===== config.mk =====
export PLATFORM = sky130hd
export DESIGN_NAME = vga_sync_monitor_flat
export DESIGN_NICKNAME = d
export VERILOG_FILES = /design/src/rtl/vga_pkg.sv /design/src/rtl/vga_sync_monitor_if.sv /design/src/rtl/vga_sync_monitor.sv /design/src/flat_wrapper.sv
export SDC_FILE = /design/constraint.sdc
export NUM_CORES = 1
export LEC_CHECK = 0
export CELL_PAD_IN_SITES_DETAIL_PLACEMENT = 2
export CELL_PAD_IN_SITES_GLOBAL_PLACEMENT = 2
export CORE_MARGIN = 5
export CORE_UTILIZATION = 38
export CTS_CLUSTER_SIZE = 25
export DETAILED_ROUTE_END_ITERATION = 6
export GPL_TIMING_DRIVEN = 0
export PLACE_DENSITY = 0.93
export SLEW_MARGIN = 25
export SYNTH_ARGS = -nofsm -noshare
export SYNTH_HDL_FRONTEND = slang
export SYNTH_SLANG_ARGS = --single-unit

===== constraint.sdc =====
create_clock -name VGA_clk -period 6.3 [get_ports VGA_clk]
set_input_delay 0.945 -clock VGA_clk [delete_from_list [all_inputs] [get_ports VGA_clk]]
set_output_delay 0.945 -clock VGA_clk [all_outputs]
set_load 0.005 [all_outputs]

===== src/rtl/vga_pkg.sv =====
// Shared VGA timing types: one struct describes a complete video mode.
// Used by the generator and by the receive-side monitor.
package vga_pkg;

    typedef struct packed {
        int unsigned h_visible;
        int unsigned h_front_porch;
        int unsigned h_sync_pulse;
        int unsigned h_back_porch;
        int unsigned v_visible;
        int unsigned v_front_porch;
        int unsigned v_sync_pulse;
        int unsigned v_back_porch;
        bit          h_sync_active_low;
        bit          v_sync_active_low;
        int unsigned pixel_x_bits;
        int unsigned pixel_y_bits;
    } vga_params_t;

    localparam vga_params_t VGA_640X480 = '{
        h_visible:         640,
        h_front_porch:     16,
        h_sync_pulse:      96,
        h_back_porch:      48,
        v_visible:         480,
        v_front_porch:     10,
        v_sync_pulse:      2,
        v_back_porch:      33,
        h_sync_active_low: 1'b1,
        v_sync_active_low: 1'b1,
        pixel_x_bits:      10,
        pixel_y_bits:      10
    };

endpackage


===== src/rtl/vga_sync_monitor_if.sv =====
// Raw VGA video bundle: sync pair plus one-bit RGB.
// The source drives it (master); the monitor samples it (slave).
interface vga_sync_monitor_if;

    logic h_sync;
    logic v_sync;
    logic pix_R;
    logic pix_G;
    logic pix_B;

    modport master (
        output h_sync,
        output v_sync,
        output pix_R,
        output pix_G,
        output pix_B
    );

    modport slave (
        input h_sync,
        input v_sync,
        input pix_R,
        input pix_G,
        input pix_B
    );

endinterface


===== src/rtl/vga_sync_monitor.sv =====
// Receive-side VGA checker: recovers pixel position, measures timing,
// tracks lock against the expected mode and counts lit pixels per frame.
module vga_sync_monitor
    import vga_pkg::*;
#(
    parameter vga_params_t params      = VGA_640X480,
    parameter int unsigned LOCK_FRAMES = 2
) (
    input  logic                           VGA_clk,
    input  logic                           reset_n,
    vga_sync_monitor_if.slave              vid,
    output logic [params.pixel_x_bits-1:0] rx_pixel_x,
    output logic [params.pixel_y_bits-1:0] rx_pixel_y,
    output logic                           rx_video_on,
    output logic                           rx_R,
    output logic                           rx_G,
    output logic                           rx_B,
    output logic                           locked,
    output logic                           h_err,
    output logic                           v_err,
    output logic                           timeout,
    output logic [7:0]                     lock_loss_count,
    output logic [15:0]                    meas_h_total,
    output logic [15:0]                    meas_h_sync_width,
    output logic [15:0]                    meas_v_total,
    output logic [19:0]                    frame_lit_count,
    output logic                           frame_done
);

    localparam int unsigned XW = params.pixel_x_bits;
    localparam int unsigned YW = params.pixel_y_bits;

    localparam int unsigned H_TOTAL = params.h_visible
                                    + params.h_front_porch
                                    + params.h_sync_pulse
                                    + params.h_back_porch;
    localparam int unsigned V_TOTAL = params.v_visible
                                    + params.v_front_porch
                                    + params.v_sync_pulse
                                    + params.v_back_porch;

    localparam logic [15:0] H_LAST   = 16'(H_TOTAL - 1);
    localparam logic [15:0] V_LAST   = 16'(V_TOTAL - 1);
    localparam logic [15:0] H_VIS    = 16'(params.h_visible);
    localparam logic [15:0] V_VIS    = 16'(params.v_visible);
    localparam logic [15:0] HS_START = 16'(params.h_visible
                                         + params.h_front_porch);
    localparam logic [15:0] HS_NEXT  = HS_START + 16'd1;
    localparam logic [15:0] VS_START = 16'(params.v_visible
                                         + params.v_front_porch);
    localparam logic [15:0] HS_WIDTH = 16'(params.h_sync_pulse);
    localparam logic [15:0] TO_COUNT = 16'(2 * H_TOTAL);
    localparam logic [7:0]  GOOD_TOP = 8'(LOCK_FRAMES - 1);
    localparam logic        HS_POL   = params.h_sync_active_low;
    localparam logic        VS_POL   = params.v_sync_active_low;

    typedef enum logic [1:0] {
        SEARCH = 2'd0,
        TRACK  = 2'd1,
        LOCKED = 2'd2
    } state_t;

    logic        hs1_q,        hs1_d;
    logic        vs1_q,        vs1_d;
    logic [2:0]  rgb1_q,       rgb1_d;
    logic        hs_prev_q,    hs_prev_d;
    logic        vs_prev_q,    vs_prev_d;
    logic [1:0]  live_q,       live_d;
    logic [15:0] h_pos_q,      h_pos_d;
    logic [15:0] v_pos_q,      v_pos_d;
    logic [15:0] line_cnt_q,   line_cnt_d;
    logic [15:0] width_cnt_q,  width_cnt_d;
    logic [15:0] hedge_cnt_q,  hedge_cnt_d;
    logic [15:0] m_htot_q,     m_htot_d;
    logic [15:0] m_hsw_q,      m_hsw_d;
    logic [15:0] m_vtot_q,     m_vtot_d;
    logic [19:0] lit_acc_q,    lit_acc_d;
    logic [19:0] frame_lit_q,  frame_lit_d;
    logic        frame_done_q, frame_done_d;
    state_t      state_q,      state_d;
    logic [7:0]  good_q,       good_d;
    logic        err_seen_q,   err_seen_d;
    logic [7:0]  lock_loss_q,  lock_loss_d;

    logic hs_act;
    logic vs_act;
    logic h_edge;
    logic h_fall;
    logic v_edge;
    logic h_err_c;
    logic v_err_c;
    logic timeout_c;
    logic vis;
    logic video_on;
    logic any_err;
    logic h_wrap;

    function automatic logic [15:0] inc16(input logic [15:0] v);
        return (v == 16'hFFFF) ? v : v + 16'd1;
    endfunction

    // Edges only count once both the sample and its delayed copy are real.
    always_comb begin
        hs_act    = hs1_q ^ HS_POL;
        vs_act    = vs1_q ^ VS_POL;
        h_edge    = live_q[1] & hs_act & ~hs_prev_q;
        h_fall    = live_q[1] & ~hs_act & hs_prev_q;
        v_edge    = live_q[1] & vs_act & ~vs_prev_q;
        h_err_c   = (h_edge && (h_pos_q != HS_START))
                  || (h_fall && (width_cnt_q != HS_WIDTH));
        v_err_c   = v_edge && ((v_pos_q != VS_START)
                  || (h_pos_q != 16'd0));
        timeout_c = (line_cnt_q == TO_COUNT);
        any_err   = h_err_c | v_err_c;
        vis       = (h_pos_q < H_VIS) && (v_pos_q < V_VIS);
        video_on  = (state_q == LOCKED) && vis;
        h_wrap    = !h_edge && (h_pos_q >= H_LAST);
    end

    always_comb begin
        hs1_d     = vid.h_sync;
        vs1_d     = vid.v_sync;
        rgb1_d    = {vid.pix_R, vid.pix_G, vid.pix_B};
        hs_prev_d = hs_act;
        vs_prev_d = vs_act;
        live_d    = {live_q[0], 1'b1};

        h_pos_d = h_pos_q + 16'd1;
        if (h_edge) begin
            h_pos_d = HS_NEXT;
        end else if (h_wrap) begin
            h_pos_d = 16'd0;
        end

        v_pos_d = v_pos_q;
        if (v_edge) begin
            v_pos_d = VS_START;
        end else if (h_wrap) begin
            v_pos_d = (v_pos_q >= V_LAST) ? 16'd0 : v_pos_q + 16'd1;
        end

        line_cnt_d = h_edge ? 16'd1 : inc16(line_cnt_q);
        m_htot_d   = h_edge ? line_cnt_q : m_htot_q;

        width_cnt_d = width_cnt_q;
        if (h_edge) begin
            width_cnt_d = 16'd1;
        end else if (hs_act) begin
            width_cnt_d = inc16(width_cnt_q);
        end
        m_hsw_d = h_fall ? width_cnt_q : m_hsw_q;

        hedge_cnt_d = h_edge ? inc16(hedge_cnt_q) : hedge_cnt_q;
        if (v_edge) begin
            hedge_cnt_d = {15'd0, h_edge};
        end
        m_vtot_d = v_edge ? hedge_cnt_q : m_vtot_q;

        lit_acc_d = lit_acc_q;
        if (v_edge) begin
            lit_acc_d = 20'd0;
        end else if (video_on && (|rgb1_q)
                     && (lit_acc_q != 20'hFFFFF)) begin
            lit_acc_d = lit_acc_q + 20'd1;
        end
        frame_lit_d  = v_edge ? lit_acc_q : frame_lit_q;
        frame_done_d = v_edge;
    end

    // Errors outrank a good-frame increment landing in the same cycle.
    always_comb begin
        state_d     = state_q;
        good_d      = good_q;
        err_seen_d  = err_seen_q;
        lock_loss_d = lock_loss_q;

        if (timeout_c) begin
            state_d    = SEARCH;
            good_d     = 8'd0;
            err_seen_d = 1'b0;
            if (state_q == LOCKED && lock_loss_q != 8'hFF) begin
                lock_loss_d = lock_loss_q + 8'd1;
            end
        end else begin
            unique case (state_q)
                SEARCH: begin
                    if (v_edge) begin
                        state_d    = TRACK;
                        good_d     = 8'd0;
                        err_seen_d = 1'b0;
                    end
                end
                TRACK: begin
                    if (any_err) begin
                        good_d     = 8'd0;
                        err_seen_d = !v_edge;
                    end else if (v_edge) begin
                        err_seen_d = 1'b0;
                        if (!err_seen_q) begin
                            if (good_q >= GOOD_TOP) begin
                                state_d = LOCKED;
                            end else begin
                                good_d = good_q + 8'd1;
                            end
                        end
                    end
                end
                LOCKED: begin
                    if (any_err) begin
                        state_d    = SEARCH;
                        good_d     = 8'd0;
                        err_seen_d = 1'b0;
                        if (lock_loss_q != 8'hFF) begin
                            lock_loss_d = lock_loss_q + 8'd1;
                        end
                    end
                end
                default: begin
                    state_d = SEARCH;
                end
            endcase
        end
    end

    always_ff @(posedge VGA_clk or negedge reset_n) begin
        if (!reset_n) begin
            hs1_q        <= 1'b0;
            vs1_q        <= 1'b0;
            rgb1_q       <= 3'd0;
            hs_prev_q    <= 1'b0;
            vs_prev_q    <= 1'b0;
            live_q       <= 2'd0;
            h_pos_q      <= 16'd0;
            v_pos_q      <= 16'd0;
            line_cnt_q   <= 16'd0;
            width_cnt_q  <= 16'd0;
            hedge_cnt_q  <= 16'd0;
            m_htot_q     <= 16'd0;
            m_hsw_q      <= 16'd0;
            m_vtot_q     <= 16'd0;
            lit_acc_q    <= 20'd0;
            frame_lit_q  <= 20'd0;
            frame_done_q <= 1'b0;
            state_q      <= SEARCH;
            good_q       <= 8'd0;
            err_seen_q   <= 1'b0;
            lock_loss_q  <= 8'd0;
        end else begin
            hs1_q        <= hs1_d;
            vs1_q        <= vs1_d;
            rgb1_q       <= rgb1_d;
            hs_prev_q    <= hs_prev_d;
            vs_prev_q    <= vs_prev_d;
            live_q       <= live_d;
            h_pos_q      <= h_pos_d;
            v_pos_q      <= v_pos_d;
            line_cnt_q   <= line_cnt_d;
            width_cnt_q  <= width_cnt_d;
            hedge_cnt_q  <= hedge_cnt_d;
            m_htot_q     <= m_htot_d;
            m_hsw_q      <= m_hsw_d;
            m_vtot_q     <= m_vtot_d;
            lit_acc_q    <= lit_acc_d;
            frame_lit_q  <= frame_lit_d;
            frame_done_q <= frame_done_d;
            state_q      <= state_d;
            good_q       <= good_d;
            err_seen_q   <= err_seen_d;
            lock_loss_q  <= lock_loss_d;
        end
    end

    assign rx_pixel_x        = vis ? h_pos_q[XW-1:0] : '0;
    assign rx_pixel_y        = vis ? v_pos_q[YW-1:0] : '0;
    assign rx_video_on       = video_on;
    assign rx_R              = rgb1_q[2] & video_on;
    assign rx_G              = rgb1_q[1] & video_on;
    assign rx_B              = rgb1_q[0] & video_on;
    assign locked            = (state_q == LOCKED);
    assign h_err             = h_err_c;
    assign v_err             = v_err_c;
    assign timeout           = timeout_c;
    assign lock_loss_count   = lock_loss_q;
    assign meas_h_total      = m_htot_q;
    assign meas_h_sync_width = m_hsw_q;
    assign meas_v_total      = m_vtot_q;
    assign frame_lit_count   = frame_lit_q;
    assign frame_done        = frame_done_q;

endmodule


===== src/flat_wrapper.sv =====
// flat-port wrapper written by rule: the top's interface ports become plain ports
module vga_sync_monitor_flat import vga_pkg::*;
#(
    parameter vga_params_t params      = VGA_640X480,
    parameter int unsigned LOCK_FRAMES = 2
)
  (VGA_clk, reset_n, rx_pixel_x, rx_pixel_y, rx_video_on, rx_R, rx_G, rx_B, locked, h_err, v_err, timeout, lock_loss_count, meas_h_total, meas_h_sync_width, meas_v_total, frame_lit_count, frame_done, vid_h_sync, vid_v_sync, vid_pix_R, vid_pix_G, vid_pix_B);
  vga_sync_monitor_if vid_i ();
  input  logic VGA_clk;
  input  logic reset_n;
  output logic [params.pixel_x_bits-1:0] rx_pixel_x;
  output logic [params.pixel_y_bits-1:0] rx_pixel_y;
  output logic rx_video_on;
  output logic rx_R;
  output logic rx_G;
  output logic rx_B;
  output logic locked;
  output logic h_err;
  output logic v_err;
  output logic timeout;
  output logic [7:0] lock_loss_count;
  output logic [15:0] meas_h_total;
  output logic [15:0] meas_h_sync_width;
  output logic [15:0] meas_v_total;
  output logic [19:0] frame_lit_count;
  output logic frame_done;
  input wire logic [$bits(vid_i.h_sync)-1:0] vid_h_sync;
  input wire logic [$bits(vid_i.v_sync)-1:0] vid_v_sync;
  input wire logic [$bits(vid_i.pix_R)-1:0] vid_pix_R;
  input wire logic [$bits(vid_i.pix_G)-1:0] vid_pix_G;
  input wire logic [$bits(vid_i.pix_B)-1:0] vid_pix_B;
  assign vid_i.h_sync = vid_h_sync;
  assign vid_i.v_sync = vid_v_sync;
  assign vid_i.pix_R = vid_pix_R;
  assign vid_i.pix_G = vid_pix_G;
  assign vid_i.pix_B = vid_pix_B;
  vga_sync_monitor #(.params(params), .LOCK_FRAMES(LOCK_FRAMES)) u_core (.VGA_clk(VGA_clk), .reset_n(reset_n), .vid(vid_i), .rx_pixel_x(rx_pixel_x), .rx_pixel_y(rx_pixel_y), .rx_video_on(rx_video_on), .rx_R(rx_R), .rx_G(rx_G), .rx_B(rx_B), .locked(locked), .h_err(h_err), .v_err(v_err), .timeout(timeout), .lock_loss_count(lock_loss_count), .meas_h_total(meas_h_total), .meas_h_sync_width(meas_h_sync_width), .meas_v_total(meas_v_total), .frame_lit_count(frame_lit_count), .frame_done(frame_done));
endmodule

==> run summary <==
Status -> finished clean
Slowest stage delay, CP -> 0.60 ns
Area Overhead vs Synth -> 24.51%
Antenna violations before repair -> 0
Hold crit path type -> reg -> reg
Die Y -> 163.6 um
Cell variety after synth -> 64
Filler cells -> 2433
Hold Violations, Final -> 0
Slew margin rel. -> 0.3415
Post-synth EDFFs -> 0
Max VDD drop -> 0.2085 mV
Core Rows -> 56
GPL Wtd Cong -> 0.8012
CP Launch Type -> flip-flop
Avg Vias per Cell -> 5.378
Total of max-cap violations -> 0
WL met1 -> 13270 um
Die area -> 26770 um^2
Router iterations before antenna repair -> 4
Fin nets -> 1076
Clock buffer depth -> 2
Slew at the pin with the worst max-slew slack -> 0.9834 ns
CTS buffer count -> 17
Root Buffer -> clkbuf_16
Sequential share of the synthesized area -> 0.5497
P_leak -> 5.168 nW
Drt wl/cell -> 23.02 um
Ys async rst share -> 1.000
Share of the synthesized area in the top cell type -> 0.5497
Grt total ovfl -> 0
Min Clock Period, post-route -> 4.179 ns
Total track usage -> 0.2442
Setup Crit Path Kind -> reg -> out
Syn Inst Count -> 913
Post-DP HPWL -> 21250 um
Synth Area per Inst -> 9.823 um^2
Setup WS pre-CTS -> 2.632 ns
DRC -> 0
CP Max Fanout -> 10
Setup bufs post-CTS -> 0
Slowest-stage cell, CP -> clkdlybuf4s50_1
Worst-path clk slew -> 0.08 ns
Final setup fails -> 0
CTS sink cnt -> 197
Post-route setup slack -> 2.121 ns
First-pass GRT wire length -> 50830 um
Max Clock Skew -> 0.01047 ns
Layout cells sized above 1 -> 0.05833
Largest net degree at the start of global routing -> 78
Tot Pwr -> 3.288 mW
Horiz. Die Dim -> 163.6 um
Port Buffers -> 110
Vias in the first global route -> 8750
Final wirelength -> 31810 um
Commonest non-fill, non-tap cells in the layout -> 197 x dfrtp_1, 194 x nand2_1, 109 x clkdlybuf4s50_1
Design area -> 11170 um^2
Mapped Area -> 8969 um^2
Commonest non-fill, non-tap cell in the layout -> dfrtp_1
Placed Area -> 10550 um^2
Highest metal used -> met4
Largest area contributor in the synthesized netlist -> dfrtp_1
WP data required -> 5.35 ns
Fmax -> 239.3 MHz
Post-route ant nets -> 0
Post-synthesis sequential element count -> 197
Starting Density -> 0.3844
CTS tree -> built
Ant diodes -> 0
Met3 Routed Length -> 972 um
Initial DRC count -> 386
WL met2 -> 16820 um
Synth area leaders -> dfrtp_1 55%, nand2_1 8.1%, xor2_1 3.9%
RSZ-0062 raised after global routing -> no
Main synth FF type -> dfrtp_1
# H-tree levels -> 4
Vias -> 7433
Final worst-path cycle share -> 0.6633
Critical path capture point type -> primary output
# IOs -> 112
Yosys warns -> 0
Power Density -> 294.5 nW/um^2
Resized cells post-CTS -> 0
Worst-Skew Late Latency -> 0.45 ns
Arr. time, crit path -> 3.23 ns
Worst path cell trace -> nor4_1 -> nand4_1 -> and2b_1 -> clkbuf_1 -> and2_1 -> clkdlybuf4s50_1
Final slew viol count -> 0
Cts hold-fix bufs -> 0
Core area -> 23330 um^2
## cells in the mapped netlist (18+ instances only)
master      n
xor2_1     40
ha_1       19
nand4_1    24
nor2_1     92
dfrtp_1   197
o21ai_0    29
nand2_1   194
inv_1      29
nand3_1    36
a21oi_1    18
and2_1     32
xnor2_1    31
and3_1     24
clkbuf_1   27
## per-stage QoR
step / setup TNS [ns] / utilization / hold WS, ns / cells
floorplan: 0 / - / 0.3312 / 919
global placement: -824.94 / 0.4496 / 0.3316 / 1348
detailed placement: 0 / 0.4522 / 0.3411 / 1350
CTS: 0 / 0.4786 / 0.3584 / 1382
global route: 0 / 0.4786 / 0.3587 / 1382
finish: 0 / 0.4786 / 0.3597 / 1382
## worst paths after layout
path,from,end,slack [ns],cells past startpoint
max in group asynchronous,reset_n,u_core.lit_acc_q[0],4.79,3
worst min-delay path,u_core.live_q[0],u_core.live_q[1],0.36,0
worst max-delay path,u_core.v_pos_q[11],rx_pixel_x[0],2.12,6
worst max register to register,u_core.hs1_q,u_core.width_cnt_q[11],3.13,7
min in group asynchronous,reset_n,u_core.meas_h_total[7],0.38,1
worst min register to register,u_core.live_q[0],u_core.live_q[1],0.36,0
## report_power, final
part           switching, mW  internal [mW]
Clock                  0.563          0.618
Combinational          0.347          0.242
Sequential             0.148           1.37
## state kept, by name, indices dropped and copies added (netlist names), 2 cells and up
register / flops
u_core.rgb1_q: 3
u_core.lit_acc_q: 20
u_core.meas_h_sync_width: 16
u_core.hedge_cnt_q: 16
u_core.state_q: 2
u_core.meas_v_total: 16
u_core.h_pos_q: 16
u_core.good_q: 8
u_core.v_pos_q: 16
u_core.lock_loss_count: 8
u_core.line_cnt_q: 16
u_core.meas_h_total: 16
u_core.live_q: 2
u_core.width_cnt_q: 16
u_core.frame_lit_count: 20
## cell families after synthesis
family	after synthesis	share of synthesized area
AND/OR/NAND/NOR	470	0.2513
flip-flops	197	0.5497
AO/OA/AOI/OAI	80	0.05832
XOR/XNOR	71	0.06934
buffers and inverters	59	0.02511
adder cells (fa/ha/maj)	19	0.02651
multiplexers	15	0.01897
other	2	0.0008374
## cell type report
type | count | area, um^2 | share of cell area
tap | 319 | 399.1 | 0.03574
inverter | 29 | 108.9 | 0.009748
clock buffer | 18 | 439.2 | 0.03933
multi-input combinational | 663 | 3836 | 0.3435
sequential | 197 | 4930 | 0.4415
timing repair buffer | 112 | 1161 | 0.1040
buffer | 30 | 116.4 | 0.01042
clock inverter | 14 | 176.4 | 0.01580
## critical path: cells and delay by family, from the launching register on
| kind | cells | cell delay (ns) |
|---|---|---|
| and+or+nand+nor | 4 | 1.34 |
| DFF | 1 | 0.40 |
| buffers and inverters | 2 | 1.03 |
## per-layer routing
| metal | vias up | global-route usage |
|---|---|---|
| met2 | 155 | 0.4410 |
| met3 | 54 | 0.04264 |
| met1 | 3908 | 0.2971 |
| li1 | 3316 | - |
| met5 | - | 0 |
| met4 | 0 | 0.07434 |
No activity file was read; power rests on OpenSTA's default activity.
